===== config.mk =====
export PLATFORM = sky130hd
export DESIGN_NAME = cb_policy_ctrl_flat
export DESIGN_NICKNAME = d
export VERILOG_FILES = /design/src/rtl/cb_policy_ctrl_if.sv /design/src/rtl/cb_policy_ctrl.sv /design/src/flat_wrapper.sv
export SDC_FILE = /design/constraint.sdc
export NUM_CORES = 1
export LEC_CHECK = 0
export CORE_UTILIZATION = 48
export DETAILED_ROUTE_END_ITERATION = 8
export PLACE_DENSITY_LB_ADDON = 0.3
export SYNTH_ARGS = -nofsm -noshare
export SYNTH_HDL_FRONTEND = slang
export SYNTH_SLANG_ARGS = --single-unit

===== constraint.sdc =====
create_clock -name clk -period 2.5 [get_ports clk]
set_clock_uncertainty 0.1 [all_clocks]
set_input_delay 0.625 -clock clk [delete_from_list [all_inputs] [get_ports clk]]
set_output_delay 0.625 -clock clk [all_outputs]
set_load 0.03 [all_outputs]

===== src/rtl/cb_policy_ctrl_if.sv =====
// Bundle of inference inputs, engine circuit-breaker command/status and policy observability.
// Latency: none, wiring only.
// Backpressure: none; the ML strobe and engine load pulse are single-cycle, no ready path.
interface cb_policy_ctrl_if;
  logic       ml_valid;
  logic [2:0] ml_class;
  logic [7:0] ml_conf;
  logic       cb_active_in;
  logic       host_clear;
  logic [1:0] cb_mode;
  logic [7:0] cb_param;
  logic       cb_load;
  logic [1:0] policy_state;
  logic [7:0] trip_count;
  logic [7:0] suppressed_count;

  // Inference source, host and engine side.
  modport master (
    output ml_valid, ml_class, ml_conf, cb_active_in, host_clear,
    input  cb_mode, cb_param, cb_load, policy_state, trip_count, suppressed_count
  );

  // Policy controller side.
  modport slave (
    input  ml_valid, ml_class, ml_conf, cb_active_in, host_clear,
    output cb_mode, cb_param, cb_load, policy_state, trip_count, suppressed_count
  );
endinterface


===== src/rtl/cb_policy_ctrl.sv =====
// Turns ML anomaly inferences into circuit-breaker loads (confidence filter, persistence, escalation-only, cooldown).
// Latency: cb_load and its mode/param appear one cycle after the triggering input; all outputs registered.
// Backpressure: none; inferences not acted on are dropped. CB_POLICY_STATS_EN builds the suppressed counter.
module cb_policy_ctrl #(
  parameter int unsigned CONF_MIN   = 128,
  parameter int unsigned FAST_CONF  = 224,
  parameter int unsigned PERSIST    = 3,
  parameter int unsigned ARM_WINDOW = 64,
  parameter int unsigned COOLDOWN   = 256
) (
  input logic            clk,
  input logic            rst_n,
  cb_policy_ctrl_if.slave pif
);

  localparam logic [7:0] CONF_MIN_C   = 8'(CONF_MIN);
  localparam logic [7:0] FAST_CONF_C  = 8'(FAST_CONF);
  localparam logic [3:0] PERSIST_C    = 4'(PERSIST);
  localparam logic [9:0] ARM_WINDOW_C = 10'(ARM_WINDOW);
  localparam logic [9:0] COOLDOWN_C   = 10'(COOLDOWN);

  typedef enum logic [1:0] {
    ST_IDLE     = 2'd0,
    ST_ARMING   = 2'd1,
    ST_ENGAGED  = 2'd2,
    ST_COOLDOWN = 2'd3
  } state_t;

  state_t     state_q, state_d;
  logic [1:0] cand_q, cand_d;
  logic [3:0] cnt_q, cnt_d;
  logic [9:0] arm_q, arm_d;
  logic [9:0] cd_q, cd_d;
  logic [1:0] guard_q, guard_d;
  logic [1:0] mode_q, mode_d;
  logic [7:0] param_q, param_d;
  logic       load_q, load_d;
  logic [7:0] trip_q, trip_d;

  logic       do_load;
  logic [1:0] ld_mode;
  logic [7:0] ld_param;
  logic       qual, fast;
  logic [1:0] in_mode;

  // Classes 1..3 map straight onto modes 01..11; 0 and 4..7 never qualify.
  assign in_mode = pif.ml_class[1:0];
  assign qual    = pif.ml_valid && (pif.ml_class inside {3'd1, 3'd2, 3'd3}) &&
                   (pif.ml_conf >= CONF_MIN_C);
  assign fast    = qual && (pif.ml_class == 3'd3) && (pif.ml_conf >= FAST_CONF_C);

  // Next-state and load decision; host_clear overrides everything, load side effects applied last.
  always_comb begin
    state_d  = state_q;
    cand_d   = cand_q;
    cnt_d    = cnt_q;
    arm_d    = arm_q;
    cd_d     = cd_q;
    guard_d  = (guard_q != 2'd0) ? guard_q - 2'd1 : 2'd0;
    mode_d   = mode_q;
    param_d  = param_q;
    load_d   = 1'b0;
    trip_d   = trip_q;
    do_load  = 1'b0;
    ld_mode  = 2'b00;
    ld_param = 8'h00;

    case (state_q)
      ST_IDLE: begin
        if (fast) begin
          do_load = 1'b1; ld_mode = 2'b11; ld_param = pif.ml_conf;
          state_d = ST_ENGAGED;
        end else if (qual) begin
          cand_d = in_mode;
          cnt_d  = 4'd1;
          if (PERSIST_C == 4'd1) begin
            do_load = 1'b1; ld_mode = in_mode; ld_param = pif.ml_conf;
            state_d = ST_ENGAGED;
          end else begin
            state_d = ST_ARMING;
            arm_d   = 10'd0;
          end
        end
      end
      ST_ARMING: begin
        if (pif.ml_valid) begin
          arm_d = 10'd0;
          if (fast) begin
            do_load = 1'b1; ld_mode = 2'b11; ld_param = pif.ml_conf;
            state_d = ST_ENGAGED;
            cnt_d   = 4'd0;
          end else if (qual && (in_mode == cand_q)) begin
            if (cnt_q + 4'd1 >= PERSIST_C) begin
              do_load = 1'b1; ld_mode = in_mode; ld_param = pif.ml_conf;
              state_d = ST_ENGAGED;
              cnt_d   = 4'd0;
            end else begin
              cnt_d = cnt_q + 4'd1;
            end
          end else if (qual) begin
            cand_d = in_mode;
            cnt_d  = 4'd1;
          end else begin
            state_d = ST_IDLE;
            cnt_d   = 4'd0;
          end
        end else begin
          arm_d = arm_q + 10'd1;
          if (arm_q + 10'd1 >= ARM_WINDOW_C) begin
            state_d = ST_IDLE;
            cnt_d   = 4'd0;
          end
        end
      end
      ST_ENGAGED: begin
        // Escalation takes priority over a simultaneous engine self-heal.
        if (qual && (in_mode > mode_q)) begin
          do_load = 1'b1; ld_mode = in_mode; ld_param = pif.ml_conf;
        end else if ((guard_q == 2'd0) && !pif.cb_active_in) begin
          state_d = ST_COOLDOWN;
          cd_d    = COOLDOWN_C;
        end
      end
      default: begin
        if (fast) begin
          do_load = 1'b1; ld_mode = 2'b11; ld_param = pif.ml_conf;
          state_d = ST_ENGAGED;
          cd_d    = 10'd0;
        end else begin
          cd_d = (cd_q != 10'd0) ? cd_q - 10'd1 : 10'd0;
          if (cd_q <= 10'd1) state_d = ST_IDLE;
        end
      end
    endcase

    if (pif.host_clear) begin
      state_d  = ST_IDLE;
      cnt_d    = 4'd0;
      arm_d    = 10'd0;
      cd_d     = 10'd0;
      guard_d  = 2'd0;
      do_load  = 1'b1;
      ld_mode  = 2'b00;
      ld_param = 8'h00;
    end

    if (do_load) begin
      load_d  = 1'b1;
      mode_d  = ld_mode;
      param_d = ld_param;
      if (ld_mode != 2'b00) begin
        guard_d = 2'd2;
        if (trip_q != 8'hFF) trip_d = trip_q + 8'd1;
      end
    end
  end

  // State and output registers with synchronous reset.
  always_ff @(posedge clk) begin
    if (!rst_n) begin
      state_q <= ST_IDLE;
      cand_q  <= 2'd0;
      cnt_q   <= 4'd0;
      arm_q   <= 10'd0;
      cd_q    <= 10'd0;
      guard_q <= 2'd0;
      mode_q  <= 2'b00;
      param_q <= 8'h00;
      load_q  <= 1'b0;
      trip_q  <= 8'h00;
    end else begin
      state_q <= state_d;
      cand_q  <= cand_d;
      cnt_q   <= cnt_d;
      arm_q   <= arm_d;
      cd_q    <= cd_d;
      guard_q <= guard_d;
      mode_q  <= mode_d;
      param_q <= param_d;
      load_q  <= load_d;
      trip_q  <= trip_d;
    end
  end

  assign pif.cb_mode      = mode_q;
  assign pif.cb_param     = param_q;
  assign pif.cb_load      = load_q;
  assign pif.policy_state = state_q;
  assign pif.trip_count   = trip_q;

`ifdef CB_POLICY_STATS_EN
  logic       supp_ev;
  logic [7:0] supp_q;

  // Qualifying inference that is neither an escalation in ENGAGED nor a fast re-engage in COOLDOWN.
  assign supp_ev = qual && !pif.host_clear &&
                   (((state_q == ST_ENGAGED) && (in_mode <= mode_q)) ||
                    ((state_q == ST_COOLDOWN) && !fast));

  // Saturating suppressed-inference counter, cleared only by reset.
  always_ff @(posedge clk) begin
    if (!rst_n) supp_q <= 8'h00;
    else if (supp_ev && (supp_q != 8'hFF)) supp_q <= supp_q + 8'd1;
  end

  assign pif.suppressed_count = supp_q;
`else
  assign pif.suppressed_count = 8'h00;
`endif

endmodule


===== src/flat_wrapper.sv =====
// flat-port wrapper written by rule: the top's interface ports become plain ports
module cb_policy_ctrl_flat 
#(
  parameter int unsigned CONF_MIN   = 128,
  parameter int unsigned FAST_CONF  = 224,
  parameter int unsigned PERSIST    = 3,
  parameter int unsigned ARM_WINDOW = 64,
  parameter int unsigned COOLDOWN   = 256
)
  (clk, rst_n, pif_ml_valid, pif_ml_class, pif_ml_conf, pif_cb_active_in, pif_host_clear, pif_cb_mode, pif_cb_param, pif_cb_load, pif_policy_state, pif_trip_count, pif_suppressed_count);
  cb_policy_ctrl_if pif_i ();
  input logic clk;
  input logic rst_n;
  input wire logic [$bits(pif_i.ml_valid)-1:0] pif_ml_valid;
  input wire logic [$bits(pif_i.ml_class)-1:0] pif_ml_class;
  input wire logic [$bits(pif_i.ml_conf)-1:0] pif_ml_conf;
  input wire logic [$bits(pif_i.cb_active_in)-1:0] pif_cb_active_in;
  input wire logic [$bits(pif_i.host_clear)-1:0] pif_host_clear;
  output wire logic [$bits(pif_i.cb_mode)-1:0] pif_cb_mode;
  output wire logic [$bits(pif_i.cb_param)-1:0] pif_cb_param;
  output wire logic [$bits(pif_i.cb_load)-1:0] pif_cb_load;
  output wire logic [$bits(pif_i.policy_state)-1:0] pif_policy_state;
  output wire logic [$bits(pif_i.trip_count)-1:0] pif_trip_count;
  output wire logic [$bits(pif_i.suppressed_count)-1:0] pif_suppressed_count;
  assign pif_i.ml_valid = pif_ml_valid;
  assign pif_i.ml_class = pif_ml_class;
  assign pif_i.ml_conf = pif_ml_conf;
  assign pif_i.cb_active_in = pif_cb_active_in;
  assign pif_i.host_clear = pif_host_clear;
  assign pif_cb_mode = pif_i.cb_mode;
  assign pif_cb_param = pif_i.cb_param;
  assign pif_cb_load = pif_i.cb_load;
  assign pif_policy_state = pif_i.policy_state;
  assign pif_trip_count = pif_i.trip_count;
  assign pif_suppressed_count = pif_i.suppressed_count;
  cb_policy_ctrl #(.CONF_MIN(CONF_MIN), .FAST_CONF(FAST_CONF), .PERSIST(PERSIST), .ARM_WINDOW(ARM_WINDOW), .COOLDOWN(COOLDOWN)) u_core (.clk(clk), .rst_n(rst_n), .pif(pif_i));
endmodule

==> results.sh <==
export IMPL_drtPass1Iterations=4
export IMPL_r2r_end="u_core.pif.trip_count[4]$_SDFFE_PN0P_"
export IMPL_fill_cells=427
export IMPL_num_vias=2737
export IMPL_coreArea_um2=5240
export IMPL_path_clk_slew_ns=0.09
export IMPL_end_kind="flop"
export IMPL_avgSynthCellArea_um2=8.16
export IMPL_gp_congestion=0.863
export IMPL_fin_hold_ws_ns=0.370
export IMPL_antenna_found_initial=0
export IMPL_utilization_pct=68.3
export IMPL_drc=0
export IMPL_cts_max_level=2
export IMPL_whs_endpoint="u_core.guard_q[0]$_SDFF_PN0_"
export IMPL_cp_required_ns=2.62
export IMPL_reg2regPathDepth=7
export IMPL_fin_area_um2=3580
export IMPL_r2r_start="u_core.pif.policy_state[1]$_SDFFE_PP0P_"
export IMPL_syn2layout_area_growth_pct=32.8
export IMPL_status="finished, final reports clean"
export IMPL_viasPerCell=5.71
export IMPL_maxSlewHeadroom_pct=63.4
export IMPL_async_reset_ff_share_pct=0
export IMPL_post_route_min_period_ns=2.41
export IMPL_ir_worst_vdd_v=0.000250
export IMPL_hold_violations=0
export IMPL_ys_warn_count=0
export IMPL_grt_max_degree=15
export IMPL_dp_hpwl_um=5050
export IMPL_place_port_buffers=36
export IMPL_grt_pass1_vias=2632
export IMPL_totalWireLength_um=7220
export IMPL_power_mw=1.50
export IMPL_start_kind="input port"
export IMPL_clock_sinks=49
export IMPL_netlist_area_um2=2690
export IMPL_ys_ff_latch=49
export IMPL_nets=437
export IMPL_fp_row_count=26
export IMPL_grt_usage_pct=24.7
export IMPL_synth_cell_type_count=53
export IMPL_fin_setup_tns_ns=0
export IMPL_critPathKind="in2reg"
export IMPL_cts_buffer_depth=2
export IMPL_cts_buffers=5
export IMPL_seq_area_frac_synth_pct=36.4
export IMPL_clockRootBuffer="clkbuf_8"
export IMPL_leakagePower_nw=1.34
export IMPL_max_freq_ghz=0.415
export IMPL_synth_edf_count=0
export IMPL_yosys_most_used_dff="dfxtp_1"
export IMPL_rsz0062_at_grt="false"
export IMPL_layout_commonest_cell="dfxtp_1"
export IMPL_num_io_pins=45
export IMPL_worst_pin_slew_ns=0.542
export IMPL_die_area_um2=5910
export IMPL_fin_crit_sh_pct=96.3
export IMPL_critPathArrivalTime_ns=2.53
export IMPL_maxCapViolations=0
export IMPL_grt_pass1_wl_um=11900
export IMPL_grt_overflow=0
export IMPL_drv_slew=0
export IMPL_antenna_cells=0
export IMPL_r2r_setup_slack_ns=0.22
export IMPL_final_cell_mix="dfxtp_1, buf_4, nor2_1"
export IMPL_hold_class="reg2reg"
export IMPL_place_area_um2=3380
export IMPL_drt_iter0_markers=145
export IMPL_setup_viol=0
export IMPL_start_util_pct=51.4
export IMPL_holdPathStages=1
export IMPL_cts_tree="done"
export IMPL_worst_skew_pair_late_latency_ns=0.30
export IMPL_avgRoutedWirePerCell_um=15.1
export IMPL_drive_gt1_share_pct=18.1
export IMPL_die_w_um=76.9
export IMPL_holdCritStartpoint="u_core.guard_q[0]$_SDFF_PN0_"
export IMPL_critPathMaxFanout=8
export IMPL_syn_inst=330
export IMPL_ant_nets=0
export IMPL_fp_dieH_um=76.9
export IMPL_powerDensity_nw_per_um2=420
[power breakdown]
group / switching (mW) / internal, mW
sequential: 0.00648 / 0.787
combinational: 0.108 / 0.0811
clock: 0.267 / 0.251
[Yosys cell counts (all sizes together) (3+ instances only)]
cell | number | share of area, %
nand2 | 13 | 1.8
o21a | 4 | 1.1
o211ai | 3 | 0.84
clkbuf | 11 | 1.5
xnor2 | 4 | 1.3
a21oi | 36 | 6.7
nor3 | 5 | 0.93
a311oi | 3 | 0.98
buf | 9 | 2.4
nor3b | 5 | 1.4
a21o | 3 | 0.84
o21ai | 23 | 4.3
nand4 | 5 | 1.2
or3 | 4 | 0.93
nand3b | 4 | 1.6
ha | 13 | 6.0
o31ai | 9 | 2.5
xor2 | 6 | 2.0
or4 | 8 | 2.2
a211oi | 3 | 0.84
nor2 | 36 | 5.0
dfxtp | 49 | 36
or2 | 3 | 0.70
nand2b | 3 | 0.70
nor4 | 4 | 0.93
nand3 | 19 | 3.5
inv | 12 | 1.7
a31oi | 4 | 0.93
and2 | 3 | 0.70
and3 | 6 | 1.4
[state kept, by name, summed over array words and instances, names as in the netlist]
| name | cells |
|---|---|
| u_core.pif.trip_count | 8 |
| u_core.guard_q | 2 |
| u_core.pif.cb_mode | 2 |
| u_core.pif.cb_param | 8 |
| u_core.pif.cb_load | 1 |
| u_core.cnt_q | 4 |
| u_core.cand_q | 2 |
| u_core.arm_q | 10 |
| u_core.cd_q | 10 |
| u_core.pif.policy_state | 2 |
[logic make-up (layout without fill, tap and decap cells)]
kind of cell,Yosys count,in the layout,share of synthesized area [%]
XOR/XNOR,10,10,3.25
AND/OR/NAND/NOR,124,124,25.1
AO/OA/AOI/OAI,100,101,22.9
adder cells (fa/ha/maj),13,13,6.04
buffers and inverters,32,103,5.62
multiplexers,1,1,0.557
flip-flops,49,49,36.4
other,1,8,0.139
[worst max-delay path, stage by stage]
cell and delay, ns:
dlygate4sd2_1 0.23, nand3b_4 0.19, nor4_4 0.33, nand3_2 0.16
buf_4 0.16, buf_4 0.12, o221ai_1 0.17, buf_4 0.20
nand2_1 0.09, a211oi_1 0.25
[layout make-up]
| cell class | count | area (um^2) | share of cell area [%] |
|---|---|---|---|
| timing repair buffer | 83 | 704 | 19.7 |
| clock inverter | 1 | 5.00 | 0.140 |
| tap | 70 | 87.6 | 2.45 |
| inverter | 12 | 45.0 | 1.26 |
| multi-input combinational | 257 | 1660 | 46.3 |
| sequential | 49 | 981 | 27.4 |
| clock buffer | 7 | 96.3 | 2.69 |
[stage by stage]
stage,instances,setup slack (ns)
2_1_floorplan,337,0.00584
3_3_place_gp,466,-0.524
3_5_place_dp,466,-0.645
4_1_cts,478,0.000693
5_1_grt,479,0.0125
6_report,479,0.0922
[worst max path at each step]
stage | from | endpoint
CTS | pif_ml_conf[6] | u_core.arm_q[4]$_SDFFE_PP0P_
floorplan | pif_ml_class[2] | u_core.pif.trip_count[6]$_SDFFE_PN0P_
global placement | pif_ml_class[0] | u_core.pif.trip_count[3]$_SDFFE_PN0P_
detailed placement | pif_ml_class[1] | u_core.pif.trip_count[3]$_SDFFE_PN0P_
global route | pif_ml_class[2] | u_core.cd_q[4]$_SDFFE_PP0P_
finish | pif_ml_class[2] | u_core.pif.cb_mode[1]$_SDFFE_PN0N_
[per-layer routing]
metal  share of wire [%]  vias up  track usage [%]
met2                  47       56             41.0
met5                   0        -                0
met4                 1.8        0             11.5
li1                    -     1357                -
met3                 3.0       13             3.81
met1                  48     1311             31.3
[what timing repair did]
item | in CTS | in global routing
hold buffers | 0 | 0
endpoints found under the setup margin | 43 | 29
setup buffers | 4 | 0
pin swaps | 7 | 4
resized for setup | 10 | 14
cloned | 0 | 1
(Power assumes the default switching activity.)
==> RTL edit 1, RTL diff (config.mk and constraints unchanged) <==
Add a define of `CB_POLICY_STATS_EN`.
--- a/src/rtl/cb_policy_ctrl.sv
+++ b/src/rtl/cb_policy_ctrl.sv
@@ -1,6 +1,8 @@
 // Turns ML anomaly inferences into circuit-breaker loads (confidence filter, persistence, escalation-only, cooldown).
 // Latency: cb_load and its mode/param appear one cycle after the triggering input; all outputs registered.
 // Backpressure: none; inferences not acted on are dropped. CB_POLICY_STATS_EN builds the suppressed counter.
+`define CB_POLICY_STATS_EN
+
 module cb_policy_ctrl #(
   parameter int unsigned CONF_MIN   = 128,
   parameter int unsigned FAST_CONF  = 224,
Formal check against the unedited RTL: not equivalent (a bounded check fails within 4 cycles, from zero or initial values and one cycle with rst_n low).
==> RTL edit 1 against the unedited design <==
  * Setup slack lost 0.092 ns
  * Sequential share of layout area decreased by 0.38 points
  * Via count is 11% higher
  * Sequential cell count grew 8
  * The flow now finishes with violations (negative setup slack)
  * Design area grew 18%
  * Synthesized area up 14%
  * Register-to-register slack got worse by 0.03 ns
  * Wire length up 8.7%
  * Cell count rose by 11%
  * Critical endpoint is now u_core.pif.trip_count[6]
  * Power grew 29%
==> RTL edit 1: results (changes against the unedited design) <==
Outcome
  • Status: finished, violations left
  • Failing checks: negative setup slack

Placement
  • Placed Cells: 511 (+9.7%)
  • Final GP Congestion: 0.902 (+4.6%)
  • DP HPWL: 5550 microns (+9.9%)
  • Port Buffers: 44 (+22%)
  • Placed Area: 3860 sq um (+14%)

Route
  • Via count: 3,025 (+11%)
  • Met1 Wirelength: 3450 microns (about the same)
  • Metal2 WL: 3920 microns (+15%)
  • Initial DRC count: 102 (-30%)
  • Met3 routed WL: 363 microns (+65%)
  • WL final: 7840 microns (+8.7%)

Cells and area
  • Biggest regs: u_core.arm_q: 10 flops, u_core.cd_q: 10 flops
  • Final Util: 69.6% (+1.3 points)
  • Final nets: 484 (+11%)
  • Final non-filler cell total: 533 (+11%)
  • Fillers: 497 (+16%)
  • Antenna diodes: 0 (unchanged)
  • Share of cells above drive strength 1: 18.3% (+0.25 points)

Global routing
  • Global-route wire length before repair: 12,200 microns (+2.7%)
  • Vias in the first global route: 2,782 (+5.7%)
  • GRT Overall Usage: 23.9% (-0.88 points)
  • Largest net degree at the start of global routing: 20 (+5)
  • Met1 Use GR: 27.6% (-3.7 points)
  • Grt met3 use: 6.59% (+2.8 points)
  • GRT met2 Usage: 41.7% (+0.75 points)

Setup path
  • Critical path's slowest cell: or4_1
  • Worst EP arrival: 2.63 ns (+0.10 ns)
  • Max FO, Critical Path: 13 (+5)
  • Worst path max stage delay: 0.51 ns (+0.18 ns)

Clock tree
  • Post-CTS Setup Repair Bufs: 3 (-1)
  • Num CTS Buffers: 9 (+4)
  • Clk pin slew, worst setup/hold paths: 0.07 ns (-0.02 ns)
  • Post-cts sizing count: 8 (-2)
  • CTS H-tree lvls: 3 (+1)
  • Clock Latency Late Sink: 0.34 ns (+0.04 ns)
  • Clock buffer depth: 2 (unchanged)

Power
  • Maximum VDD drop: 0.454 mV (+82%)
  • Leakage: 0.00165 uW (+23%)
  • Internal Power: 1480 uW (+32%)

STA
  • PnR worst setup slack: -0.000318 ns (-0.0925 ns)
  • Final setup fails: 1 (+1)
  • Tightest Pin Transition: 0.597 ns (+0.0550 ns)

Synthesis
  • Synth warn: 0 (unchanged)
  • Syn nets: around 400
  • Syn avg cell area: 8.41 sq um (+3.1%)
  • Number of distinct library cells after synthesis: 59 (+11%)
  • Ys async rst share: 0% (unchanged)
  • Post-synthesis sequential area ratio: 37.1% (+0.63 points)
  • Synth top area cells: dfxtp_1, ha_1, a21oi_1
  • Synth top cells by count: dfxtp_1, nor2_1, a21oi_1

Worst hold path
  • Hold Path Class: flip-flop to flip-flop
-- RTL edit 1: cell type report --
type / instances / share of cell area (%)
clock buffer: 11 / 3.35
timing repair buffer: 90 / 19.2
sequential: 57 / 27.1
clock inverter: 5 / 1.31
inverter: 14 / 1.25
tap: 75 / 2.22
multi-input combinational: 281 / 45.6
-- RTL edit 1: worst register-to-register path: cells and delay by family (launching register included) --
kind	cells	cell delay, ns
AO/OA/AOI/OAI	3	0.50
flip-flops	1	0.43
buffers and inverters	3	0.36
adder cells (fa/ha/maj)	1	0.31
AND/OR/NAND/NOR	1	0.51
-- RTL edit 1: logic make-up after synthesis --
group	Yosys count	synth area share, %
flip-flops	57	37.1
multiplexers	8	2.60
adder cells (fa/ha/maj)	15	6.10
XOR/XNOR	15	4.27
AND/OR/NAND/NOR	154	27.3
buffers and inverters	28	4.23
AO/OA/AOI/OAI	89	18.5
-- RTL edit 1: power by group through the flow --
stage	combinational, uW	clock, uW	sequential (uW)
finish	166	858	918
global route	180	911	917
CTS	156	869	917
detailed placement	153	0	938
global placement	150	0	937
floorplan	71.0	0	940
-- RTL edit 1: per-stage QoR --
step	setup slack (ns)	setup TNS, ns
6_report	-0.000318	-0.000318
5_1_grt	-0.0367	-0.0769
4_1_cts	0.00801	0
3_5_place_dp	-0.570	-21.86
3_3_place_gp	-0.532	-20.41
2_1_floorplan	0.0383	0
-- RTL edit 1: final timing paths --
kind | slack [ns] | to | depth (start not counted) | from
setup / recovery | -0.0003 | u_core.pif.trip_count[6] | 8 | pif_ml_class[2]
hold / removal | 0.36 | u_core.pif.cb_param[7] | 2 | u_core.pif.cb_param[7]
setup reg to reg | 0.19 | u_core.pif.trip_count[6] | 8 | u_core.pif.policy_state[0]
hold reg to reg | 0.36 | u_core.pif.cb_param[7] | 2 | u_core.pif.cb_param[7]
==> RTL edit 2, RTL diff (same settings) <==
Made on the original files. Take the reset off `cd_q` and load it in a clocked block of its own.
--- a/src/rtl/cb_policy_ctrl.sv
+++ b/src/rtl/cb_policy_ctrl.sv
@@ -162,7 +162,6 @@
       cand_q  <= 2'd0;
       cnt_q   <= 4'd0;
       arm_q   <= 10'd0;
-      cd_q    <= 10'd0;
       guard_q <= 2'd0;
       mode_q  <= 2'b00;
       param_q <= 8'h00;
@@ -173,7 +172,6 @@
       cand_q  <= cand_d;
       cnt_q   <= cnt_d;
       arm_q   <= arm_d;
-      cd_q    <= cd_d;
       guard_q <= guard_d;
       mode_q  <= mode_d;
       param_q <= param_d;
@@ -182,6 +180,10 @@
     end
   end
 
+  always_ff @(posedge clk) begin
+    cd_q <= cd_d;
+  end
+
   assign pif.cb_mode      = mode_q;
   assign pif.cb_param     = param_q;
   assign pif.cb_load      = load_q;
Formal check against the unedited RTL: no difference found for any inputs over 10 cycles, from zero or initial values and one cycle with rst_n low; that may be too few to reach the edited logic, so the function may still have changed.
==> RTL edit 2 against the unedited design <==
  * Power rose by 24%
  * Synthesized cell count decreased by 1.2%
  * Design area down 0.35%
  * Non-clock buffer count shrank 3
  * Combinational power increased by 87%
  * Synthesized area is 0.37% lower
  * Register-to-register slack got worse by 0.13 ns
  * Highest routed layer unchanged
  * Hold slack got worse by 0.0040 ns
  * Largest cell class unchanged
  * Wire length down 8.9%
  * Sequential cell count did not move
  * Setup slack lost 0.067 ns
==> RTL edit 2: results (changes against the unedited design) <==
Route
  • Metal2 WL: 3220 microns (-5.6%)
  • Met3 routed WL: 298 microns (+35%)
  • Met1 Wirelength: 2950 microns (-14%)
  • Initial DRC count: 120 (-17%)
  • DRT Pass-1 Iters: 5 (+1)
  • Via count: 2,563 (-6.4%)

Cells and area
  • Final nets: 428 (-2.1%)
  • Share of cells above drive strength 1: 18.3% (+0.16 points)

Setup path
  • Reg2reg start: u_core.pif.cb_mode[1]
  • R2R setup slack: 0.09 ns (-0.13 ns)
  • Critical Path End: u_core.pif.policy_state[0]
  • Worst reg2reg path depth: 9 (+2)
  • Max FO, Critical Path: 3 (-5)
  • Worst EP arrival: 2.62 ns (+0.09 ns)
  • Critical path's slowest cell: or4_4
  • Worst path max stage delay: 0.42 ns (+0.09 ns)

Synthesis
  • Post-synthesis cell count: 326 (-1.2%)
  • Mux share of post-synthesis cell area: 1.49% (+0.93 points)
  • Number of distinct library cells after synthesis: 50 (-5.7%)
  • Synth top area cells: dfxtp_1, ha_1, nor2_1
  • Post-synthesis sequential area ratio: 36.6% (+0.14 points)
  • Post-Synth Adder-Cell Area: 6.06% (+0.023 points)
  • Post-synthesis xor/xnor area fraction: 4.57% (+1.3 points)
  • Post-synthesis compound-gate area fraction: 16.4% (-6.4 points)
  • Synth top cells by count: dfxtp_1, nor2_1, nand2_1

Clock tree
  • Clock Latency Late Sink: approximately 0.31 ns
  • Clock buffer depth: 2 (unchanged)

Global routing
  • Vias in the first global route: 2,470 (-6.2%)
  • Largest net degree at the start of global routing: 28 (+13)
  • Met1 Use GR: 27.8% (-3.5 points)
  • GRT met2 Usage: 39.4% (-1.6 points)
  • Grt met3 use: 6.31% (+2.5 points)
  • Global-route wire length before repair: 11,000 microns (-7.5%)
  • GRT Overall Usage: 23.1% (-1.6 points)

Placement
  • Placed Area: 3360 sq um (-0.70%)
  • Final GP Congestion: 0.847 (-1.8%)
  • Placed Cells: 457 (-1.9%)
  • DP HPWL: 4680 microns (-7.2%)
  • DP Worst Slack: -0.703 ns (-0.0581 ns)

Worst hold path
  • Hold Path Class: flip-flop to flip-flop

Outcome
  • Status: finished, final reports clean

Power
  • Switching power share of the total: 26.4% (+0.93 points)
  • Leakage: 0.00137 uW (+2.5%)
  • Maximum VDD drop: 0.343 mV (+38%)

STA
  • Tmin final: 2.48 ns (+0.0674 ns)
RTL edit 2: timing repair:
action	in CTS	in global routing
hold endpoints to repair	0	0
cloned	0	0
buffers inserted	3	2
pin swaps	4	6
resized for setup	15	10
endpoints found under the setup margin	40	25
hold buffers	0	0
RTL edit 2: final cells by class:
cell class / instances / area (sq um)
Timing Repair Buffer: 80 / 688
Clock inverter: 3 / 65.1
Fill cell: 430 / 1670
Sequential cell: 49 / 982
Inverter: 10 / 37.5
Multi-Input combinational cell: 253 / 1630
Clock buffer: 5 / 68.8
Tap cell: 70 / 87.6
RTL edit 2: power groups by stage:
stage	logic (uW)	clock network [uW]	registers, uW
after floorplan	226	0	845
after global placement	334	0	845
after detailed placement	340	0	847
after CTS	347	685	829
after global routing	385	718	834
final	353	679	829
RTL edit 2: logic make-up after synthesis:
logic type | count (synthesis)
other cells | 1
flops | 49
xor+xnor | 14
mux | 4
buf+inv | 31
simple gates | 142
compound gates | 72
fa+ha+maj | 13
RTL edit 2: worst min-delay path by stage:
stage                                       from                      to  slack [ns]  cells past startpoint
after floorplan                u_core.guard_q[0]       u_core.guard_q[0]        0.32                      1
after global placement         u_core.guard_q[0]       u_core.guard_q[0]        0.33                      1
after detailed placement  u_core.pif.cb_param[4]  u_core.pif.cb_param[4]        0.35                      2
after CTS                 u_core.pif.cb_param[1]  u_core.pif.cb_param[1]        0.37                      2
after global routing      u_core.pif.cb_param[2]  u_core.pif.cb_param[2]        0.38                      2
final                     u_core.pif.cb_param[2]  u_core.pif.cb_param[2]        0.37                      2
RTL edit 2: critical path: cells and delay by family:
family | cells | cell delay (ns)
AO/OA/AOI/OAI | 1 | 0.13
AND/OR/NAND/NOR | 5 | 1.28
buffers and inverters | 2 | 0.59
